### src/rtl/driver_trace_buffer_reader.sv
// Port-B read engine for the circular trace buffer: credit-limited BRAM reads, latency
// absorption FIFO and valid/ready output stream. Optional macro: TRACE_RD_OVERRUN_CHECK_EN.
module driver_trace_buffer_reader #(
   parameter int unsigned TRACE_BUF_DATA_WIDTH = 256,
   parameter int unsigned TRACE_BUF_ADDR_WIDTH = 15,
   parameter int unsigned BRAM_RD_LATENCY      = 2,
   parameter int unsigned OUT_FIFO_DEPTH       = 4
) (
   input  logic                            clk,
   input  logic                            rstn,
   input  logic [TRACE_BUF_ADDR_WIDTH-1:0] wr_ptr,
   input  logic                            req_valid,
   output logic                            req_ready,
   input  logic [TRACE_BUF_ADDR_WIDTH-1:0] req_offset,
   input  logic [15:0]                     req_len,
   output logic [TRACE_BUF_ADDR_WIDTH-1:0] bram_addrb,
   output logic                            bram_enb,
   input  logic [TRACE_BUF_DATA_WIDTH-1:0] bram_doutb,
   output logic [TRACE_BUF_DATA_WIDTH-1:0] m_data,
   output logic                            m_valid,
   input  logic                            m_ready,
   output logic                            m_last,
   output logic                            busy,
   output logic                            done,
   output logic                            overrun
);

   localparam int unsigned DW  = TRACE_BUF_DATA_WIDTH;
   localparam int unsigned AW  = TRACE_BUF_ADDR_WIDTH;
   localparam int unsigned LAT = BRAM_RD_LATENCY;
   localparam int unsigned FD  = OUT_FIFO_DEPTH;
   localparam int unsigned PW  = $clog2(FD);
   localparam int unsigned CW  = PW + 1;

   localparam logic [1:0] S_IDLE  = 2'd0;
   localparam logic [1:0] S_ISSUE = 2'd1;
   localparam logic [1:0] S_DRAIN = 2'd2;

   logic [1:0]    state_q, state_d;
   logic [AW-1:0] rd_addr_q, rd_addr_d;
   logic [15:0]   remaining_q, remaining_d;
   logic          done_q, done_d;

   logic [LAT-1:0] vld_sr_q;
   logic [LAT-1:0] last_sr_q;
   logic [CW-1:0]  inflight_q;
   logic [CW-1:0]  fifo_cnt_q;
   logic [PW-1:0]  fifo_wp_q;
   logic [PW-1:0]  fifo_rp_q;
   logic [DW-1:0]  fifo_data_q [FD];
   logic           fifo_last_q [FD];

   logic          req_acc;
   logic [CW:0]   credit_sum;
   logic          credit_ok;
   logic          issue;
   logic          issue_last;
   logic          push;
   logic          push_last;
   logic          pop;
   logic          head_last;

   assign req_acc    = req_valid && (state_q == S_IDLE);
   // Credit covers both words already queued and reads still inside the BRAM pipeline
   assign credit_sum = {1'b0, inflight_q} + {1'b0, fifo_cnt_q};
   assign credit_ok  = credit_sum < (CW + 1)'(FD);
   assign issue      = (state_q == S_ISSUE) && credit_ok;
   assign issue_last = issue && (remaining_q == 16'd1);
   assign push       = vld_sr_q[LAT-1];
   assign push_last  = last_sr_q[LAT-1];
   assign head_last  = fifo_last_q[fifo_rp_q];
   assign pop        = m_valid && m_ready;

   always_comb begin
      state_d     = state_q;
      rd_addr_d   = rd_addr_q;
      remaining_d = remaining_q;
      done_d      = 1'b0;
      case (state_q)
         S_IDLE: begin
            if (req_acc) begin
               rd_addr_d   = wr_ptr - req_offset;
               remaining_d = req_len;
               if (req_len == 16'd0) done_d  = 1'b1;
               else                  state_d = S_ISSUE;
            end
         end
         S_ISSUE: begin
            if (issue) begin
               rd_addr_d   = rd_addr_q + AW'(1);
               remaining_d = remaining_q - 16'd1;
               if (issue_last) state_d = S_DRAIN;
            end
         end
         S_DRAIN: begin
            if (pop && head_last) begin
               state_d = S_IDLE;
               done_d  = 1'b1;
            end
         end
         default: state_d = S_IDLE;
      endcase
   end

   always_ff @(posedge clk or negedge rstn) begin
      if (!rstn) begin
         state_q     <= S_IDLE;
         rd_addr_q   <= '0;
         remaining_q <= '0;
         done_q      <= 1'b0;
      end else begin
         state_q     <= state_d;
         rd_addr_q   <= rd_addr_d;
         remaining_q <= remaining_d;
         done_q      <= done_d;
      end
   end

   // Tag pipeline mirrors the BRAM read latency so data lands in the FIFO on its valid cycle
   always_ff @(posedge clk or negedge rstn) begin
      if (!rstn) begin
         vld_sr_q   <= '0;
         last_sr_q  <= '0;
         inflight_q <= '0;
      end else begin
         vld_sr_q[0]  <= issue;
         last_sr_q[0] <= issue_last;
         for (int unsigned i = 1; i < LAT; i++) begin
            vld_sr_q[i]  <= vld_sr_q[i-1];
            last_sr_q[i] <= last_sr_q[i-1];
         end
         inflight_q <= inflight_q + CW'(issue) - CW'(push);
      end
   end

   always_ff @(posedge clk or negedge rstn) begin
      if (!rstn) begin
         fifo_cnt_q <= '0;
         fifo_wp_q  <= '0;
         fifo_rp_q  <= '0;
      end else begin
         fifo_cnt_q <= fifo_cnt_q + CW'(push) - CW'(pop);
         if (push) fifo_wp_q <= fifo_wp_q + PW'(1);
         if (pop)  fifo_rp_q <= fifo_rp_q + PW'(1);
      end
   end

   always_ff @(posedge clk) begin
      if (push) begin
         fifo_data_q[fifo_wp_q] <= bram_doutb;
         fifo_last_q[fifo_wp_q] <= push_last;
      end
   end

   always_ff @(posedge clk) begin
      if (rstn && push) begin
         assert (fifo_cnt_q != CW'(FD));
      end
   end

`ifdef TRACE_RD_OVERRUN_CHECK_EN
   logic overrun_q;

   always_ff @(posedge clk or negedge rstn) begin
      if (!rstn)                             overrun_q <= 1'b0;
      else if (req_acc)                      overrun_q <= 1'b0;
      else if (issue && rd_addr_q == wr_ptr) overrun_q <= 1'b1;
   end

   assign overrun = overrun_q;
`else
   assign overrun = 1'b0;
`endif

   assign req_ready  = (state_q == S_IDLE);
   assign busy       = (state_q != S_IDLE);
   assign done       = done_q;
   assign bram_enb   = issue;
   assign bram_addrb = rd_addr_q;
   assign m_valid    = (fifo_cnt_q != '0);
   assign m_data     = fifo_data_q[fifo_rp_q];
   assign m_last     = m_valid && head_last;

endmodule

### config.mk
export PLATFORM = sky130hd
export DESIGN_NAME = driver_trace_buffer_reader
export DESIGN_NICKNAME = d
export VERILOG_FILES = /design/src/rtl/driver_trace_buffer_reader.sv
export SDC_FILE = /design/constraint.sdc
export NUM_CORES = 1
export LEC_CHECK = 0
export BUFFER_PORTS_ARGS = -buffer_cell sky130_fd_sc_hd__buf_2
export CAP_MARGIN = 5
export CELL_PAD_IN_SITES_DETAIL_PLACEMENT = 0
export CELL_PAD_IN_SITES_GLOBAL_PLACEMENT = 1
export CORE_MARGIN = 3
export CORE_UTILIZATION = 40
export DETAILED_ROUTE_END_ITERATION = 10
export PLACE_DENSITY = 0.77
export SLEW_MARGIN = 20
export SYNTH_ARGS = -nofsm -noshare
export SYNTH_HDL_FRONTEND = slang
export SYNTH_SLANG_ARGS = --single-unit
### constraint.sdc
create_clock -name clk -period 18.84 [get_ports clk]
set_input_delay 3.768 -clock clk [delete_from_list [all_inputs] [get_ports clk]]
set_output_delay 3.768 -clock clk [all_outputs]
set_load 0.02 [all_outputs]
# Word-level counts from Yosys, hierarchy flattened
# Memory sizes are Yosys's and may differ from the RTL's.
# Cells that the tools add are included.
# classes
add_sub_neg	10
magnitude_cmp	1
eq_ne	8
mux	18
reduce_logical	13
# ops
operator	count
$mux W16	2
$pmux W16 S2	1
$mux W15	2
$pmux W15 S2	1
$eq A16 B1 Y1 const B	1
$logic_not A16 Y1	1
$sub A16 B1 Y16 const B	1
$add A15 B1 Y15 const B	1
$sub A15 B15 Y15	1
$mux W2	5
$ne A2 B2 Y1 const B	4
$add A3 B1 Y3	2
$logic_and A1 B1 Y1	6
$pmux W2 S3	1
$sub A3 B1 Y3	2
$mux W1	5
$reduce_and A5 Y1	1
$add A2 B1 Y2 const B	2
$add A3 B3 Y4	1
$lt A4 B3 Y1 const B	1
$reduce_bool A2 Y1	2
$reduce_and A3 Y1	1
$reduce_bool A3 Y1	1
$eq A2 B1 Y1 const B	1
4 further kinds	4
# word_totals
register_bits	48
ramBits	1028
input_bits	306
out_inout_bits	278
mem_count	2
# memory_table
name	words	width	rd	rd_ports_with_merged_regs	wr	line	rtl
fifo_data_q	4	256	1	0	1	50	logic [DW-1:0] fifo_data_q [FD];
fifo_last_q	4	1	1	0	1	51	logic fifo_last_q [FD];

# Depth between registers and ports, before layout
# depth
ltp_word	7
depth_mapped	10

# Worst setup path after synthesis
# No wires, ideal clock.
# synth_path
path_kind	flip-flop to flip-flop
start	register fifo_wp_q[0]
end	memory fifo_data_q[2][0] (netlist bit) (enable)
setup_time_ns	0.651
arrival_time_ns	6.440
required_time_ns	18.189
setup_slack_ns	11.749
path_stages_with_launch	4
path_buffers	0
synth_period_minus_slack_ns	7.091
cell_sequence	dfrtp_1 > inv_1 > ha_1 > and2_1
# synth_lines
item	line	rtl
start: declaration	48	logic [PW-1:0] fifo_wp_q;
start signal: assignment	143	if (push) fifo_wp_q <= fifo_wp_q + PW'(1);
end: declaration	50	
# No word-level cell before the write port.

# Final worst setup path
# layout_path
start	register fifo_rp_q[0]
end	output m_data[125]
# layout_between
elab_chain_cells	1
# layout_rtl
item	line	rtl
start: declaration	49	logic [PW-1:0] fifo_rp_q;
start signal: assignment	144	if (pop) fifo_rp_q <= fifo_rp_q + PW'(1);
$mem_v2 Z4 W256	-	
end: declaration	19	output logic [TRACE_BUF_DATA_WIDTH-1:0] m_data,
# No other way between the ends.

==> out/metrics.cfg <==
[die]
ios = 584
die_y_um = 324
core_area_um2 = 100000
start_util = 0.404
fp.dieArea_um2 = 105000
rows = 116
die_w_um = 324

[yosys]
seq_area_frac_synth = 0.792
yosys.area.top_type = edfxtp_1
synth_area_um2 = 40500
synth.avg_cell_area_um2 = 22.9
synth_top_area_frac = 0.763
synthArstFlopShare = 0.0446
syn_nets = 2100
ys_types = 68
synthFlopType = edfxtp_1
synth_cells = 1764
synth_area_leaders = edfxtp_1, mux4_2, dfrtp_1
synth-edff-count = 1028
synth_warnings = 0
ys_seq_elements = 1076

[global_routing]
grt_overflow = 0
grt_pass1_wl_mm = 134
grt_pass1_vias = 20900
grt_max_degree = 160
track_usage = 0.170
antenna_found_initial = 32

[timing]
finClkSkew_ns = 0.0368
finalCriticalPeriod_ns = 7.81
tightest_slew_ns = 1.16
slew_headroom = 0.230
setup_viol = 0
drv_slew = 0
fmax_mhz = 128
finalHoldViolCount = 0
fin_setup_tns_ns = 0
period_share = 0.415
rsz0062_at_grt = false

[clock_tree]
cts_resized = 0
clkLatencyLatePin_ns = 0.68
clockBufferDepth = 3
cts-root-buf = clkbuf_16
cts_hold_buf = 0
clkSinkCount = 1076
cts_buffers = 108
path_clk_slew_ns = 0.06
cts_tree = built
htreeDepth = 3
post_cts_buffers = 0

[pwr]
p_leak_nw = 16.6
fin_total_pwr_mw = 7.44
max-vdd-ir-drop_uv = 108
power_per_cell_area_nw_per_um2 = 153

[job]
drv_cap = 0

[critical_path]
reg2reg_from = state_q[0]$_DFFE_PN0P_
critPathArrivalTime_ns = 4.05
r2r_slack_ns = 15.75
required_ns = 15.07
crit_end = m_data[125]
crit_cells = 4
crit_start = fifo_rp_q[0]$_DFFE_PN0P_
path_class = reg2out
critical_path.endpoint_type = primary output
cp-start-kind = flip-flop
cp_slowest_cell = dfrtp_4
path_buf_inv = 3
path_delay_family = buffers and inverters
reg2reg_depth = 9
critPathMaxStageDelay_ns = 0.97
path_cells = buf_12, buf_4, mux4_2, buf_2
r2r_end = inflight_q[2]$_DFF_PN0_
cp_max_fo = 105

[routing]
drtIter0Drc = 1677
drc = 0
dr.pass1.iters = 5
viasPerCell = 5.20
routed_wl_mm = 90.8
vias = 20100
post_drt_wl_per_cell_um = 23.5
antenna_left = 0

[layout]
seqCellArea_um2 = 32100
layout-drive-gt1-share = 0.412
fin_nets = 2738
fillers = 8128
area_growth_pct = 19.9
multi_input_area_um2 = 7980

[outcome]
status = finished clean

[placement]
io_buffer_count = 582
dp_hpwl_mm = 58.8
gp_congestion = 0.839

[hold_path]
min_path_type = reg2reg

worst min-delay path by stage:
| stage | slack, ns | end | cells past startpoint | from |
|---|---|---|---|---|
| floorplan | 0.33 | last_sr_q[1]$_DFF_PN0_ | 0 | last_sr_q[0]$_DFF_PN0_ |
| global placement | 0.33 | vld_sr_q[1]$_DFF_PN0_ | 0 | vld_sr_q[0]$_DFF_PN0_ |
| detailed placement | 0.34 | vld_sr_q[1]$_DFF_PN0_ | 0 | vld_sr_q[0]$_DFF_PN0_ |
| CTS | 0.35 | vld_sr_q[1]$_DFF_PN0_ | 0 | vld_sr_q[0]$_DFF_PN0_ |
| global route | 0.37 | vld_sr_q[1]$_DFF_PN0_ | 0 | vld_sr_q[0]$_DFF_PN0_ |
| finish | 0.35 | vld_sr_q[1]$_DFF_PN0_ | 0 | vld_sr_q[0]$_DFF_PN0_ |
cells in the final DEF (no fill, tap or decap), drive strengths merged, types with 5 or more instances in the layout:
master	Yosys	layout
ha	27	27
a21o	6	6
dfrtp	48	48
o21ai	27	27
inv	31	36
nand4	7	7
mux4	257	257
nor3	19	19
edfxtp	1028	1028
nand2	36	36
clkinv	0	39
a21oi	32	32
or3	5	5
xor2	8	8
nand3	15	15
buf	52	603
clkbuf	23	143
xnor2	10	10
o22ai	10	10
bufinv	0	7
nor4	10	10
and3	6	6
nor2	35	35
diode	0	20
and2	9	9
metal layers:
metal	global-route usage	wire length, µm	vias to the layer above	part of all wire
li1	-	-	8755	-
met1	0.213	34400	10400	0.38
met2	0.288	47100	765	0.52
met3	0.0457	6910	162	0.076
met4	0.0578	2320	24	0.026
met5	0	162	-	0.0018
registers in the layout, summed over array words and instances, names as in the netlist:
| signal | count |
|---|---|
| inflight_q | 3 |
| fifo_wp_q | 2 |
| state_q | 2 |
| bram_addrb | 15 |
| vld_sr_q | 2 |
| remaining_q | 16 |
| fifo_cnt_q | 3 |
| done | 1 |
| fifo_last_q | 4 |
| last_sr_q | 2 |
| fifo_rp_q | 2 |
| fifo_data_q | 1024 |
stage by stage:
| step | setup WS, ns | hold slack [ns] | utilization | cell area [µm²] | std cells |
|---|---|---|---|---|---|
| 6_report | 11.03 | 0.346 | 0.484 | 48500 | 3867 |
| 5_1_grt | 10.59 | 0.366 | 0.484 | 48500 | 3858 |
| 4_1_cts | 10.79 | 0.349 | 0.483 | 48400 | 3844 |
| 3_5_place_dp | 11.53 | 0.336 | 0.449 | 45000 | 3646 |
| 3_3_place_gp | 11.56 | 0.332 | 0.449 | 45000 | 3646 |
| 2_1_floorplan | 11.75 | 0.331 | - | 40500 | 1764 |
synth_stat cells (6+ instances only):
cell and count:
nand2_1 36, xor2_1 8, and2_1 9, nand3_1 15
mux4_2 257, o21ai_0 27, o22ai_1 10, buf_2 31
nor4_1 9, nor2_1 35, clkbuf_1 23, ha_1 27
and3_1 6, xnor2_1 10, nand4_1 7, buf_1 20
edfxtp_1 1028, inv_1 31, nor3_1 17, a21oi_1 32
dfrtp_1 48
cell families after synthesis:
logic type / Yosys count / synth area share
AO/OA/AOI/OAI: 111 / 0.0177
XOR/XNOR: 18 / 0.00389
adder cells (fa/ha/maj): 30 / 0.00983
buffers and inverters: 106 / 0.0109
flip-flops: 1076 / 0.792
multiplexers: 263 / 0.145
other: 1 / 0.0000926
AND/OR/NAND/NOR: 159 / 0.0208
power breakdown:
part           switching (mW)  leakage, nW  internal [mW]
Sequential              0.176         9.85           2.92
Clock                   0.872         1.65           1.18
Combinational            1.37         5.05          0.913
Total                    2.42         16.6           5.01
final cells by class:
type	instances	area share
inverter	31	0.00240
clock inverter	55	0.0107
clock buffer	143	0.0599
tap	1357	0.0350
antenna	20	0.00103
multi-input combinational	582	0.164
timing repair buffer	603	0.0658
sequential	1076	0.661
Power figures use the tool's default switching activity.
